`src/rtl/motor_ctrl_pkg.sv`:
```
// motor_ctrl_pkg
// Shared definitions for the motor-control blocks: the scheduler FSM
// state encoding, the PID datapath width and the default control period.
// No ports (package).
package motor_ctrl_pkg;

  // Width of PID engine results and PWM commands.
  localparam int PID_DATA_W = 16;

  // Default control period in clocks: 10 ms at 100 MHz.
  localparam int DEFAULT_PERIOD = 1_000_000;

  typedef enum logic [1:0] {
    ST_IDLE   = 2'd0,
    ST_SELECT = 2'd1,
    ST_START  = 2'd2,
    ST_WAIT   = 2'd3
  } sched_state_t;

  // Bits needed to index n items, never less than one.
  function automatic int sel_width(input int n);
    return (n > 1) ? $clog2(n) : 1;
  endfunction

endpackage

```
`src/rtl/pid_scheduler_if.sv`:
```
// pid_scheduler_if
// Handshake between the scheduler and the shared PID engine.
//   eng_sel    : channel index steering setpoint/gains/feedback into the engine
//   eng_start  : one-cycle start pulse
//   eng_done   : one-cycle completion pulse from the engine
//   eng_result : signed, already-clamped engine output
// Modports: master (scheduler side), slave (engine side).
interface pid_scheduler_if
  import motor_ctrl_pkg::*;
#(
  parameter int NUM_CH = 4
);
  localparam int SEL_W = sel_width(NUM_CH);

  logic [SEL_W-1:0]             eng_sel;
  logic                         eng_start;
  logic                         eng_done;
  logic signed [PID_DATA_W-1:0] eng_result;

  modport master (
    output eng_sel,
    output eng_start,
    input  eng_done,
    input  eng_result
  );

  modport slave (
    input  eng_sel,
    input  eng_start,
    output eng_done,
    output eng_result
  );
endinterface

```
`src/rtl/pid_scheduler_rr_arbiter.sv`:
```
// rr_arbiter
// Combinational round-robin pick: the first requesting channel strictly
// after last_grant, wrapping around, wins.
//   req         in  NUM_CH : eligible channels
//   last_grant  in  SEL_W  : most recently served channel
//   grant       out NUM_CH : one-hot winner (zero when nothing requests)
//   grant_idx   out SEL_W  : index of the winner
//   grant_valid out 1      : at least one channel requests
module rr_arbiter #(
  parameter int NUM_CH = 4,
  parameter int SEL_W  = 2
) (
  input  logic [NUM_CH-1:0] req,
  input  logic [SEL_W-1:0]  last_grant,
  output logic [NUM_CH-1:0] grant,
  output logic [SEL_W-1:0]  grant_idx,
  output logic              grant_valid
);

  logic [SEL_W-1:0] cand;

  always_comb begin
    grant       = '0;
    grant_idx   = '0;
    grant_valid = 1'b0;
    cand        = '0;
    // Scan from the farthest offset to the nearest so that the nearest
    // requester after last_grant is the one left standing.
    for (int off = NUM_CH; off >= 1; off--) begin
      cand = SEL_W'((int'(last_grant) + off) % NUM_CH);
      if (req[cand]) begin
        grant       = '0;
        grant[cand] = 1'b1;
        grant_idx   = cand;
        grant_valid = 1'b1;
      end
    end
  end

endmodule

```
`src/rtl/pid_scheduler.sv`:
```
// pid_scheduler
// Time-multiplexes one PID engine across NUM_CH motor channels. A period
// timer marks enabled channels pending on each tick; a round-robin FSM
// hands eligible channels to the engine one at a time and latches each
// result into that channel's PWM command register.
// Ports:
//   clk, rst_n  : clock, asynchronous active-low reset
//   ch_enable   : per-channel PID enable (disable zeroes the output)
//   fb_valid    : per-channel encoder feedback valid
//   eng         : engine handshake (pid_scheduler_if.master)
//   ch_output   : latched commands, channel i at [16i+15:16i]
//   ch_update   : one-cycle pulse when a channel's output is written
//   overrun     : sticky, tick arrived while channel still pending
//   timeout     : sticky engine watchdog flag
//   flag_clr    : clears overrun and timeout (a same-cycle set wins)
//   busy        : FSM outside IDLE
// Build option: define PID_SCHED_TIMEOUT_EN to build the engine watchdog;
// otherwise WAIT waits indefinitely and timeout is tied low.
// TIMEOUT must be at least 2.
module pid_scheduler
  import motor_ctrl_pkg::*;
#(
  parameter int NUM_CH  = 4,
  parameter int PERIOD  = DEFAULT_PERIOD,
  parameter int TIMEOUT = 64
) (
  input  logic                                clk,
  input  logic                                rst_n,
  input  logic [NUM_CH-1:0]                   ch_enable,
  input  logic [NUM_CH-1:0]                   fb_valid,
  pid_scheduler_if.master                     eng,
  output logic signed [NUM_CH*PID_DATA_W-1:0] ch_output,
  output logic [NUM_CH-1:0]                   ch_update,
  output logic [NUM_CH-1:0]                   overrun,
  output logic                                timeout,
  input  logic                                flag_clr,
  output logic                                busy
);

  localparam int SEL_W   = sel_width(NUM_CH);
  localparam int TIMER_W = sel_width(PERIOD);
  localparam logic [TIMER_W-1:0] TICK_AT = TIMER_W'(PERIOD - 1);
  localparam logic [SEL_W-1:0]   LAST_CH = SEL_W'(NUM_CH - 1);

  // ---------------- period timer ----------------
  logic [TIMER_W-1:0] timer_reg;
  logic               tick;

  assign tick = (timer_reg == TICK_AT);

  always_ff @(posedge clk or negedge rst_n) begin
    if (!rst_n) begin
      timer_reg <= '0;
    end else if (tick) begin
      timer_reg <= '0;
    end else begin
      timer_reg <= timer_reg + 1'b1;
    end
  end

  // ---------------- FSM and arbiter ----------------
  sched_state_t      state_reg;
  logic [SEL_W-1:0]  sel_reg;
  logic [NUM_CH-1:0] sel_oh_reg;
  logic              start_reg;
  logic              busy_reg;
  logic [SEL_W-1:0]  last_grant_reg;

  logic [NUM_CH-1:0] pending_reg, pending_next;
  logic [NUM_CH-1:0] overrun_reg, overrun_next, overrun_set;
  logic [NUM_CH-1:0] eligible;
  logic [NUM_CH-1:0] grant;
  logic [SEL_W-1:0]  grant_idx;
  logic              grant_valid;
  logic              done_accept;
  logic              expire;
  logic [NUM_CH-1:0] finish_vec;

  assign eligible    = pending_reg & ch_enable & fb_valid;
  assign done_accept = (state_reg == ST_WAIT) && eng.eng_done;

  rr_arbiter #(
    .NUM_CH (NUM_CH),
    .SEL_W  (SEL_W)
  ) u_arb (
    .req         (eligible),
    .last_grant  (last_grant_reg),
    .grant       (grant),
    .grant_idx   (grant_idx),
    .grant_valid (grant_valid)
  );

`ifdef PID_SCHED_TIMEOUT_EN
  localparam int WCNT_W = sel_width(TIMEOUT + 1);
  logic [WCNT_W-1:0] wait_cnt_reg;
  logic              timeout_reg;

  // The counter reads 1 in the first WAIT cycle, so reaching TIMEOUT-1
  // means TIMEOUT clocks have passed since START. A done in the same
  // cycle still wins.
  assign expire = (state_reg == ST_WAIT) && !eng.eng_done &&
                  (wait_cnt_reg == WCNT_W'(TIMEOUT - 1));

  always_ff @(posedge clk or negedge rst_n) begin
    if (!rst_n) begin
      wait_cnt_reg <= '0;
      timeout_reg  <= 1'b0;
    end else begin
      if (state_reg == ST_START) begin
        wait_cnt_reg <= WCNT_W'(1);
      end else if (state_reg == ST_WAIT) begin
        wait_cnt_reg <= wait_cnt_reg + 1'b1;
      end
      if (expire) begin
        timeout_reg <= 1'b1;
      end else if (flag_clr) begin
        timeout_reg <= 1'b0;
      end
    end
  end

  assign timeout = timeout_reg;
`else
  assign expire  = 1'b0;
  assign timeout = 1'b0;
`endif

  // Channel whose service ends this cycle, by result or by watchdog.
  assign finish_vec = (done_accept || expire) ? sel_oh_reg : '0;

  // Completion clears before the tick sets, so a channel finishing on the
  // tick is re-pended without an overrun. Disabled channels never pend.
  always_comb begin
    pending_next = pending_reg & ~finish_vec;
    if (tick) begin
      pending_next = pending_next | ch_enable;
    end
    pending_next = pending_next & ch_enable;
  end

  assign overrun_set  = tick ? (ch_enable & pending_reg & ~finish_vec) : '0;
  assign overrun_next = (flag_clr ? '0 : overrun_reg) | overrun_set;

  always_ff @(posedge clk or negedge rst_n) begin
    if (!rst_n) begin
      pending_reg <= '0;
      overrun_reg <= '0;
    end else begin
      pending_reg <= pending_next;
      overrun_reg <= overrun_next;
    end
  end

  always_ff @(posedge clk or negedge rst_n) begin
    if (!rst_n) begin
      state_reg      <= ST_IDLE;
      sel_reg        <= '0;
      sel_oh_reg     <= '0;
      start_reg      <= 1'b0;
      busy_reg       <= 1'b0;
      last_grant_reg <= LAST_CH;
    end else begin
      start_reg <= 1'b0;
      case (state_reg)
        ST_IDLE: begin
          if (grant_valid) begin
            state_reg  <= ST_SELECT;
            sel_reg    <= grant_idx;
            sel_oh_reg <= grant;
            busy_reg   <= 1'b1;
          end
        end
        ST_SELECT: begin
          // eng_sel has been stable for a cycle; start the engine next.
          state_reg <= ST_START;
          start_reg <= 1'b1;
        end
        ST_START: begin
          state_reg <= ST_WAIT;
        end
        ST_WAIT: begin
          if (done_accept || expire) begin
            state_reg      <= ST_IDLE;
            busy_reg       <= 1'b0;
            last_grant_reg <= sel_reg;
          end
        end
        default: begin
          state_reg <= ST_IDLE;
          busy_reg  <= 1'b0;
        end
      endcase
    end
  end

  assign eng.eng_sel   = sel_reg;
  assign eng.eng_start = start_reg;
  assign busy          = busy_reg;
  assign overrun       = overrun_reg;

  // ---------------- per-channel output registers ----------------
  genvar gi;
  generate
    for (gi = 0; gi < NUM_CH; gi++) begin : g_ch
      logic signed [PID_DATA_W-1:0] out_reg;
      logic                         update_reg;

      // A disabled channel is held at zero and any result for it is dropped.
      always_ff @(posedge clk or negedge rst_n) begin
        if (!rst_n) begin
          out_reg    <= '0;
          update_reg <= 1'b0;
        end else begin
          update_reg <= 1'b0;
          if (!ch_enable[gi]) begin
            out_reg <= '0;
          end else if (done_accept && sel_oh_reg[gi]) begin
            out_reg    <= eng.eng_result;
            update_reg <= 1'b1;
          end
        end
      end

      assign ch_output[gi*PID_DATA_W +: PID_DATA_W] = out_reg;
      assign ch_update[gi] = update_reg;
    end
  endgenerate

endmodule

```
`src/flat_wrapper.sv`:
```
// flat-port wrapper written by rule: the top's interface ports become plain ports
module pid_scheduler_flat import motor_ctrl_pkg::*;
#(
  parameter int NUM_CH  = 4,
  parameter int PERIOD  = DEFAULT_PERIOD,
  parameter int TIMEOUT = 64
)
  (clk, rst_n, ch_enable, fb_valid, ch_output, ch_update, overrun, timeout, flag_clr, busy, eng_eng_sel, eng_eng_start, eng_eng_done, eng_eng_result);
  pid_scheduler_if #(.NUM_CH(NUM_CH)) eng_i ();
  input  logic clk;
  input  logic rst_n;
  input  logic [NUM_CH-1:0] ch_enable;
  input  logic [NUM_CH-1:0] fb_valid;
  output logic signed [NUM_CH*PID_DATA_W-1:0] ch_output;
  output logic [NUM_CH-1:0] ch_update;
  output logic [NUM_CH-1:0] overrun;
  output logic timeout;
  input  logic flag_clr;
  output logic busy;
  output wire logic [$bits(eng_i.eng_sel)-1:0] eng_eng_sel;
  output wire logic [$bits(eng_i.eng_start)-1:0] eng_eng_start;
  input wire logic [$bits(eng_i.eng_done)-1:0] eng_eng_done;
  input wire logic [$bits(eng_i.eng_result)-1:0] eng_eng_result;
  assign eng_eng_sel = eng_i.eng_sel;
  assign eng_eng_start = eng_i.eng_start;
  assign eng_i.eng_done = eng_eng_done;
  assign eng_i.eng_result = eng_eng_result;
  pid_scheduler #(.NUM_CH(NUM_CH), .PERIOD(PERIOD), .TIMEOUT(TIMEOUT)) u_core (.clk(clk), .rst_n(rst_n), .ch_enable(ch_enable), .fb_valid(fb_valid), .eng(eng_i), .ch_output(ch_output), .ch_update(ch_update), .overrun(overrun), .timeout(timeout), .flag_clr(flag_clr), .busy(busy));
endmodule
```
`config.mk`:
```
export PLATFORM = sky130hd
export DESIGN_NAME = pid_scheduler_flat
export DESIGN_NICKNAME = d
export VERILOG_FILES = /design/src/rtl/motor_ctrl_pkg.sv /design/src/rtl/pid_scheduler_if.sv /design/src/rtl/pid_scheduler_rr_arbiter.sv /design/src/rtl/pid_scheduler.sv /design/src/flat_wrapper.sv
export SDC_FILE = /design/constraint.sdc
export NUM_CORES = 1
export LEC_CHECK = 0
export CORE_MARGIN = 3
export CORE_UTILIZATION = 54
export DETAILED_ROUTE_END_ITERATION = 16
export PLACE_DENSITY = 0.87
export SYNTH_ARGS = -nofsm -noshare
export SYNTH_HDL_FRONTEND = slang
export SYNTH_SLANG_ARGS = --single-unit
```
`constraint.sdc`:
```
create_clock -name clk -period 7 [get_ports clk]
set_input_delay 0.7 -clock clk [delete_from_list [all_inputs] [get_ports clk]]
set_output_delay 0.7 -clock clk [all_outputs]
set_load 0.02 [all_outputs]
```
==> results of run 1 <==
[cell usage after synthesis, types with 2 or more instances]
cell type,number
xor2_1,4
nand4_1,6
nor2b_1,3
buf_2,7
a221oi_1,4
a22o_1,67
inv_1,11
nand2_1,15
a21boi_2,4
a21oi_1,7
nand3b_1,3
o21ai_1,3
nand3_1,18
and3_1,10
xnor2_1,9
dfrtp_1,106
dfstp_2,2
o31ai_1,2
and4_1,2
ha_1,9
nor3_1,2
buf_4,5
mux4_2,4
buf_6,2
mux2i_1,2
clkbuf_1,10
o21ai_0,13
nor2_1,16
o22ai_1,4
[final timing paths]
check	startpoint	to
max	u_core.last_grant_reg[0]	u_core.sel_oh_reg[3]
min	rst_n	u_core.g_ch[1].out_reg[3]
max reg2reg	u_core.last_grant_reg[0]	u_core.sel_oh_reg[3]
min reg2reg	u_core.timer_reg[18]	u_core.timer_reg[18]
max in group asynchronous	rst_n	u_core.g_ch[3].out_reg[8]
min in group clk	u_core.timer_reg[18]	u_core.timer_reg[18]
[critical path, cell delays in order, from the launching register on]
cell and delay [ns]:
dfstp_2 0.65, inv_1 0.18, ha_1 0.48, mux4_2 0.57
nand2b_4 0.17, a221oi_1 0.26, a21oi_1 0.11
[final cells by class]
type / instances / area (sq um)
flip-flops and latches: 108 / 2710
fillers: 533 / 2160
multi-input cells: 225 / 1690
repair buffers: 104 / 1040
well taps: 102 / 128
clock buffers: 9 / 124
clock inverters: 7 / 83.8
inverters: 11 / 41.3
[power by group through the flow]
stage / clock network (mW) / logic [mW] / registers [mW]
floorplan: 0 / 0.00693 / 0.636
CTS: 0.399 / 0.0436 / 0.624
global route: 0.423 / 0.0473 / 0.624
finish: 0.391 / 0.0428 / 0.623
detailed placement: 0 / 0.0435 / 0.636
global placement: 0 / 0.0429 / 0.636
[routing by layer]
metal / part of all wire (%) / wire, um
met1: 42 / 4770
met2: 47 / 5290
met3: 9.6 / 1090
met4: 1.4 / 154
met5: 0 / 0
[kinds of logic after synthesis]
| kind of cell | count (synthesis) |
|---|---|
| adder cells (fa/ha/maj) | 9 |
| AO/OA/AOI/OAI | 112 |
| XOR/XNOR | 13 |
| AND/OR/NAND/NOR | 84 |
| buffers and inverters | 35 |
| flip-flops | 108 |
| other | 1 |
| multiplexers | 6 |
==> run summary, run 1 <==
* completed — status
* 18.3 mm — wire length of the first global-routing pass
* 36.4% — Global Route met2 Usage
* 6 — Detailed Routing Iterations Pass 1
* 0 — final global-route overflow total
* 2.59 nW — Static Leakage
* 550 — placed cell count
* 72.9% — post-layout util
* 4.46 ns — minimum setup slack in the final design
* 9.86% — simple-gate share of the synthesized area
* dfrtp_1, a22o_1, ha_1 — leading cell types by total area after synthesis
* 566 — non-filler instance count after layout
* 100% — async set-or-reset flop fraction in the synthesized netlist
* 9 — TritonCTS buffer count
* 4.46 ns — R2R Setup Slk
* dfrtp_1, clkdlybuf4s50_1, a22o_1, nand3_1, nor2_1 — most frequent cells in the layout
* 135 uV — maximum resistive drop on vdd
* dfrtp_1 — commonest non-fill, non-tap cell in the layout
* 0 — ant diodes
* 36.2% — final worst path period share
* 2.54 ns — fin crit period
* 59.2% — sequential fraction of the synthesis area
* 368 — gate count of the mapped netlist
* 11.3 mm — WL final
* 394 MHz — timing-limited maximum frequency
* 0 — Finish-stage setup viols
* clkbuf_8 — CTS root buffer
* 98.0 um — width of the chip
* 0.00755 ns — largest clock skew in the final design
* 0 — post-CTS setup buffer count
* 2.41% — multiplexer share of the synthesized area
* 34.1% — met1 usage
* 1.06 mW — post-route total power
* 4.31 ns — setup slack after placement
* 1.10 ns — transition time at the pin with the least slew margin
* 20.0 um — routed len/inst
* 58.1% — fraction of post-synthesis cell area in the top cell type by area
* 7.71 mm — HPWL reported at the end of detailed placement
* 23.3% — sw frac
* 47 — Cell variety after synth
* 7.24 ns — required time worst endpoint
* 59.0% — sequential share of power
* 5810 sq um — Final Instance Area
* 37.0% — Clk network pwr share
* 2.78 ns — CP Data Arrival Time
* 105 — number of top-level design ports
* 98.0 um — floorplan die height
* 2.47% — share of synthesized cell area in full adder, half adder and majority cells
* 103 — count of input and output buffers
* met2 — global routing's busiest layer
* compound AO/OA/AOI/OAI gates — largest family of logic cells by synthesized area
* 3,539 — routed via count
* 0.945 — last weighted congestion value of the routability-driven placer
* 182 nW/um^2 — power per cell area
* 2 — buffer levels on the longest clock path
* flip-flop — Crit. End Element
* 0 — hold buffers post-CTS
* 108 — register bit total from synthesis
* 6.36% — met3 usage in global routing
* 8 — Crit Path Max Fanout
* dfrtp_1 — primary flip-flop cell chosen by synthesis mapping
* 9600 sq um — Total Die Area
* 4.1% — combinational share of power
* flip-flop — type of origin of the critical path
* 6 — depth of the most critical reg-to-reg path
* 0 — DRC violations left
* 5600 sq um — Placed Area
* 0 — number of flops mapped to enable cells by yosys
* 266 — DRC violation total after the first TritonRoute iteration
* 27.1% — growth of design area from synthesis to finish
* 0 — antenna violations before repair
* no — unrepaired setup endpoints after global routing
* built — clock tree from TritonCTS
* input port to async pin — kind of path behind the tightest hold check
* flip-flop to flip-flop — type of the worst setup path
* 19.7% — area fraction in compound gates after synthesis
* 108 — clock sink count
* 0 — cts repair resizes
* 811 uW — internal power
* 3 — H-tree levels
* 0 ns — Setup TNS Final
* 4570 sq um — netlist area before placement
* 246 uW — switching power
* 0 — final antenna-violating net count
* 57.3% — Initial Util
* 12.4 sq um — Avg Synthesized Cell Area
* 0.303 ns — Hold WS
* 23.8% — global-route usage over all layers
* 2.49% — post-synthesis share of cell area spent on xor and xnor gates
* 26.1% — worst slew margin relative to its limit
* 32 — Row Count
* 0 — Slew Limit Fails
* 7.33% — ratio of cells with drive above 1 in the final layout
* 66 — largest net degree at the start of global routing
* 3,476 — via count of the first global-routing pass
* 0 — yosys warns
* dfrtp_1 — post-synth top area cell
* 0 — Max Cap Viol
* 7970 sq um — total core area
* 64 — Largest register FFs
* 496 — post-layout net count
* 0.36 ns — Clock Latency Late Sink
* 0 — number of failing hold endpoints at the final stage
* 0.10 ns — post-CTS clock slew at the launch and capture registers of the worst setup and hold paths
* 6.25 — vias per cell
* 405 — post-synth net total
No activity file was read; power rests on OpenSTA's default activity.
==> inputs of run 2 (changes only) <==
--- a/config.mk
+++ b/config.mk
@@ -6,9 +6,9 @@
 export NUM_CORES = 1
 export LEC_CHECK = 0
 export CORE_MARGIN = 3
-export CORE_UTILIZATION = 54
+export CORE_UTILIZATION = 50
 export DETAILED_ROUTE_END_ITERATION = 16
-export PLACE_DENSITY = 0.87
+export PLACE_DENSITY = 0.82
 export SYNTH_ARGS = -nofsm -noshare
 export SYNTH_HDL_FRONTEND = slang
 export SYNTH_SLANG_ARGS = --single-unit
==> constraint.sdc (replaced) <==
create_clock -name clk -period 2.5 [get_ports clk]
set_input_delay 0.25 -clock clk [delete_from_list [all_inputs] [get_ports clk]]
set_output_delay 0.25 -clock clk [all_outputs]
set_load 0.02 [all_outputs]
==> run 2 against run 1 <==
  * Hold slack improved by 0.073 ns
  * Via count is 1.6% lower
  * Critical path depth unchanged
  * Register-to-register slack got worse by 4.4 ns
  * Sequential share of layout area shrank 0.53 points
  * Utilization decreased by 6.2 points
  * Clock skew up 0.0048 ns
==> run summary, run 2 (same netlist as run 1, synthesis figures left out) <==
* completed — status
* 66.7% — post-layout util, -6.2 points
* 0 ns — Setup TNS Final, unchanged
* 1 — Buf+Inv Stages, Crit Path, unchanged
* 8.49% — ratio of cells with drive above 1 in the final layout, +1.2 points
* 105 — number of top-level design ports, unchanged
* 417 MHz — timing-limited maximum frequency, +5.9%
* built — clock tree from TritonCTS
* 0.0124 ns — largest clock skew in the final design, +0.00481 ns
* 2.95 mW — post-route total power, +180%
* 0.11 ns — post-CTS clock slew at the launch and capture registers of the worst setup and hold paths, about the same
* 2 — buffer levels on the longest clock path, unchanged
* flip-flop to flip-flop — type of the worst setup path
* 0 — number of failing hold endpoints at the final stage, unchanged
* 0 — Finish-stage setup viols, unchanged
* dfrtp_1 — commonest non-fill, non-tap cell in the layout
* 0 — ant diodes, unchanged
* 0.37 ns — Clock Latency Late Sink, about the same
* dfrtp_1, clkdlybuf4s50_1, a22o_1, nand3_1, nor2_1 — most frequent cells in the layout
* 503 nW/um^2 — power per cell area, +180%
* inv_1 -> ha_2 -> mux4_2 -> nand2b_4 -> a221oi_1 -> a21oi_1 — cell-by-cell listing of the critical path
* 5660 sq um — Placed Area, +1.2%
* 1.02 ns — transition time at the pin with the least slew margin, -0.0866 ns
* dfstp_2 — master of the slowest instance on the critical path
* 3 — H-tree levels, unchanged
* 0.10 ns — R2R Setup Slk, -4.36 ns
* 2.65 ns — CP Data Arrival Time, -0.13 ns
* 8 — Crit Path Max Fanout, unchanged
* 0.101 ns — setup slack after placement, -4.21 ns
* flip-flops — cell family with most CP delay
* 102 um — floorplan die height, +3.7%
* 19.8 um — routed len/inst, -0.70%
* 0 — Max Cap Viol, unchanged
* 0.975 — last weighted congestion value of the routability-driven placer, +3.2%
* 8.21 mm — HPWL reported at the end of detailed placement, +6.5%
* 51.9% — Initial Util, -5.5 points
* 64 — Largest register FFs, unchanged
* flip-flop — Crit. End Element
* clkbuf_8 — CTS root buffer
* 5 — Detailed Routing Iterations Pass 1, -1
* 10,300 sq um — Total Die Area, +7.5%
* 9 — TritonCTS buffer count, unchanged
* no — unrepaired setup endpoints after global routing
* 229 — DRC violation total after the first TritonRoute iteration, -14%
* 562 — placed cell count, +2.2%
* 0 — antenna violations before repair, unchanged
* 503 — post-layout net count, +1.4%
* 18.4 mm — wire length of the first global-routing pass, +0.30%
* input port to async pin — kind of path behind the tightest hold check
* 102 um — width of the chip, +3.7%
* 0 — final antenna-violating net count, unchanged
* 3,482 — routed via count, -1.6%
* 2.62 nW — Static Leakage, +1.3%
* 0 — Slew Limit Fails, unchanged
* 2.40 ns — fin crit period, -0.141 ns
* 261 uV — maximum resistive drop on vdd, +94%
* 3,498 — via count of the first global-routing pass, +0.63%
* 0.63 ns — worst stage delay on the critical path, -0.02 ns
* 95.8% — final worst path period share, +60 points
* 0 — DRC violations left, unchanged
* 0 — final global-route overflow total, unchanged
* 579 — non-filler instance count after layout, +2.3%
* 28.6% — growth of design area from synthesis to finish
* 5870 sq um — Final Instance Area, +1.1%
* 0 — post-CTS setup buffer count, unchanged
* flip-flop — type of origin of the critical path
* 34 — Row Count, +6.3%
* 0.376 ns — Hold WS, +0.0731 ns
* 6.01 — vias per cell, -3.8%
* 0.104 ns — minimum setup slack in the final design, -4.36 ns
* 108 — clock sink count, unchanged
* 31.7% — worst slew margin relative to its limit, +5.7 points
* 103 — count of input and output buffers, unchanged
* 8810 sq um — total core area, +11%
* 22.9% — global-route usage over all layers, -0.91 points
* 73 — largest net degree at the start of global routing, +11%
* 2.76 ns — required time worst endpoint, -4.48 ns
* 11.5 mm — WL final, +1.6%
-- run 2: changes by cell type in the layout (fill, tap and decap cells not counted), sizes merged --
cell         change
buf              +6
dlygate4sd3      +1
clkbuf           +1
clkinv           -1
-- run 2: final timing paths --
check                                         start                         to  cells past startpoint
setup / recovery           u_core.last_grant_reg[0]       u_core.sel_oh_reg[0]                      6
hold / removal                                rst_n          u_core.overrun[0]                      2
setup reg to reg           u_core.last_grant_reg[0]       u_core.sel_oh_reg[0]                      6
hold reg to reg                 u_core.timer_reg[4]        u_core.timer_reg[4]                      1
max in group asynchronous                     rst_n  u_core.g_ch[2].out_reg[9]                      3
min in group clk                u_core.timer_reg[4]        u_core.timer_reg[4]                      1
-- run 2: final cells by class --
cell class                 count  area, sq um
fill                         661         2930
sequential                   108         2710
multi-input combinational    225         1690
timing repair buffer         111         1100
tap                          108          135
clock buffer                  10          128
clock inverter                 6         68.8
inverter                      11         41.3
-- run 2: routing by layer --
| metal | up-vias | routed length, um | GRT usage (%) |
|---|---|---|---|
| li1 | 1561 | - | - |
| met1 | 1725 | 4830 | 30.8 |
| met2 | 170 | 5720 | 38.0 |
| met3 | 26 | 664 | 3.03 |
| met4 | 0 | 272 | 8.79 |
| met5 | - | 0 | 0 |
-- run 2: worst reg2reg max path: cells and delay by family, from the launching register on --
family,cells,cell delay [ns]
mux,1,0.53
buf+inv,1,0.16
fa+ha+maj,1,0.43
simple gates,1,0.17
flops,1,0.63
compound gates,2,0.36
-- run 2: report_power, final --
part | switching, mW | leakage [nW] | internal (mW) | total, mW
registers | 0.0000000000000000890 | 1.48 | 1.75 | 1.75
logic | 0.0793 | 1.03 | 0.0455 | 0.125
clock network | 0.606 | 0.103 | 0.475 | 1.08
-- run 2: what timing repair did --
action,CTS,global route
hold buffers,1,0
hold endpoints to repair,34,0
gates resized for setup,0,1
endpoints found under the setup margin,0,3
==> inputs of run 3 (changes only) <==
==> constraint.sdc (replaced) <==
create_clock -name clk -period 2.26 [get_ports clk]
set_input_delay 0.226 -clock clk [delete_from_list [all_inputs] [get_ports clk]]
set_output_delay 0.226 -clock clk [all_outputs]
set_load 0.005 [all_outputs]
==> run 3 against run 2 <==
  * Combinational power grew 10%
  * Largest power group unchanged
  * Wire length shrank 1.4%
  * Register-to-register slack worse by 0.02 ns
  * First-iteration DRC count fell by 3.9%
  * Clock skew rose by 0.0047 ns
  * Non-clock buffer count up 4
  * Total power grew 11%
  * Hold slack improved by 0.032 ns
  * Utilization is 0.55 points higher
  * Maximum frequency is 10% higher
  * Final cell count rose by 0.52%
==> run summary, run 3 (same netlist as run 1, synthesis figures left out) <==
* 507 — post-layout net count, +0.80%
* 29.6% — growth of design area from synthesis to finish
* completed — status
* 0 — antenna violations before repair, unchanged
* 0.11 ns — post-CTS clock slew at the launch and capture registers of the worst setup and hold paths, about the same
* 9 — TritonCTS buffer count, unchanged
* 22.7% — global-route usage over all layers, -0.16 points
* 22.7% — sw frac, -0.50 points
* 640 — count of fill cells added during filler insertion, -3.2%
* 0 — ant diodes, unchanged
* 335 uV — maximum resistive drop on vdd, +28%
* 3,370 — via count of the first global-routing pass, -3.7%
* clkbuf_8 — CTS root buffer
* 105 — number of top-level design ports, unchanged
* 4.2% — combinational share of power, about the same
* 0.36 ns — Clock Latency Late Sink, about the same
* 0 — Max Cap Viol, unchanged
* 2.54 mW — internal power, +12%
* 2.40 ns — CP Data Arrival Time, -0.25 ns
* 746 uW — switching power, +8.8%
* 18.3 mm — wire length of the first global-routing pass, -0.56%
* 0.0675 ns — setup slack after placement, -0.0338 ns
* 0.09 ns — R2R Setup Slk, -0.02 ns
* 9.49% — ratio of cells with drive above 1 in the final layout, +1.0 points
* 102 um — width of the chip, unchanged
* 10,300 sq um — Total Die Area, unchanged
* built — clock tree from TritonCTS
* 1.07 ns — transition time at the pin with the least slew margin, +0.0562 ns
* 2.49 ns — required time worst endpoint, -0.27 ns
* 8.02 mm — HPWL reported at the end of detailed placement, -2.4%
* 0.408 ns — Hold WS, +0.0324 ns
* 220 — DRC violation total after the first TritonRoute iteration, -3.9%
* 0 — Slew Limit Fails, unchanged
* 6 — Detailed Routing Iterations Pass 1, +1
* 49 — largest net degree at the start of global routing, -33%
* u_core.sel_oh_reg[0] — endpoint of the worst register-to-register path
* u_core.sel_oh_reg[0] — Setup crit end
* 34 — Row Count, unchanged
* 0 — final global-route overflow total, unchanged
* 6 — Crit Path Max Fanout, -2
* u_core.last_grant_reg[1] — CP Launch Point
* 37.0% — Clk network pwr share, +0.4 points
* 565 — placed cell count, +0.53%
* 11.3 mm — WL final, -1.4%
* input port to async pin — kind of path behind the tightest hold check
* 28.0% — worst slew margin relative to its limit, -3.8 points
* flip-flop — type of origin of the critical path
* 102 um — floorplan die height, unchanged
* yes — unrepaired setup endpoints after global routing
* 2.66 nW — Static Leakage, +1.4%
* 51.9% — Initial Util, unchanged
* 58.8% — sequential share of power, -0.3 points
* 0.892 — last weighted congestion value of the routability-driven placer, -8.5%
* 0 — final antenna-violating net count, unchanged
* 0 — number of failing hold endpoints at the final stage, unchanged
* 0.0170 ns — largest clock skew in the final design, +0.00465 ns
* 103 — count of input and output buffers, unchanged
* 108 — clock sink count, unchanged
* 582 — non-filler instance count after layout, +0.52%
* 6.00 — vias per cell, -0.20%
* 64 — Largest register FFs, unchanged
* flip-flop — Crit. End Element
* dfrtp_1, clkdlybuf4s50_1, a22o_1, nand3_1, nor2_1 — most frequent cells in the layout
* 8810 sq um — total core area, unchanged
* 460 MHz — timing-limited maximum frequency, +10%
* u_core.last_grant_reg[1] — RR Startpoint
* dfrtp_1 — commonest non-fill, non-tap cell in the layout
* 3,493 — routed via count, +0.32%
* 554 nW/um^2 — power per cell area, +10%
* 6 — depth of the most critical reg-to-reg path, unchanged
* 19.4 um — routed len/inst, -2.0%
* 2.17 ns — fin crit period, -0.221 ns
* flip-flop to flip-flop — type of the worst setup path
* 3 — H-tree levels, unchanged
* 0.0851 ns — minimum setup slack in the final design, -0.0188 ns
* 0 — DRC violations left, unchanged
* 0 — Finish-stage setup viols, unchanged
* 3.28 mW — post-route total power, +11%
* 2 — buffer levels on the longest clock path, unchanged
* 96.2% — final worst path period share, +0.39 points
[run 3: cell types whose count changed in the layout (fill, tap and decap cells not counted)]
| cell | change |
|---|---|
| clkbuf_1 | -1 |
| a221oi_2 | +2 |
| clkinv_2 | -2 |
| buf_4 | +4 |
| ha_2 | -1 |
| ha_1 | +1 |
| a221oi_1 | -2 |
| clkbuf_8 | +1 |
| clkinv_4 | +1 |
[run 3: layer usage]
layer / share of wire [%] / wire length, um / GRT usage, % / vias up
li1: - / - / - / 1572
met1: 44 / 4960 / 32.0 / 1750
met5: 0 / 0 / 0 / -
met4: 1.7 / 191 / 7.16 / 0
met2: 48 / 5480 / 36.8 / 153
met3: 6.1 / 687 / 3.10 / 18
[run 3: worst max-delay path, cell delays in order, from the launching register on]
cell      delay, ns
dfstp_2        0.60
inv_1          0.07
ha_1           0.32
mux4_2         0.52
nand2b_4       0.18
a221oi_1       0.25
a21oi_1        0.10
[run 3: cell type report]
class                      count  area [sq um]  share of cell area (%)
multi-input combinational    225          1700                    28.7
inverter                      11          41.3                   0.697
clock buffer                  10           138                    2.32
timing repair buffer         115          1130                    19.1
clock inverter                 5          67.6                    1.14
tap                          108           135                    2.28
sequential                   108          2710                    45.7
[run 3: timing repair]
item / in CTS / in global routing
resized for setup: 0 / 2
hold endpoints to repair: 44 / 0
buffers inserted: 0 / 1
setup endpoints to repair: 0 / 4
hold buffers: 1 / 0
[run 3: stage by stage]
step / TNS, ns / area [sq um] / util, %
6_report: 0 / 5920 / 67.2
2_1_floorplan: 0 / 4570 / -
4_1_cts: 0 / 5900 / 67.0
5_1_grt: -0.0514 / 5920 / 67.2
3_5_place_dp: 0 / 5690 / 64.6
3_3_place_gp: 0 / 5690 / 64.6
[run 3: how the worst min path moves through the flow]
| stage | from | end | cells past startpoint |
|---|---|---|---|
| 2_1_floorplan | rst_n | u_core.busy | 0 |
| 3_3_place_gp | rst_n | u_core.g_ch[3].out_reg[1] | 1 |
| 3_5_place_dp | rst_n | u_core.g_ch[3].out_reg[15] | 1 |
| 4_1_cts | rst_n | u_core.g_ch[3].out_reg[15] | 2 |
| 5_1_grt | rst_n | u_core.g_ch[3].out_reg[15] | 2 |
| 6_report | rst_n | u_core.g_ch[3].out_reg[3] | 2 |
[run 3: power by group through the flow]
stage / Clock, mW / Sequential [mW] / Combinational, mW
4_1_cts: 1.23 / 1.93 / 0.140
3_3_place_gp: 0 / 1.97 / 0.137
3_5_place_dp: 0 / 1.97 / 0.139
6_report: 1.21 / 1.93 / 0.138
2_1_floorplan: 0 / 1.97 / 0.0203
5_1_grt: 1.32 / 1.93 / 0.151
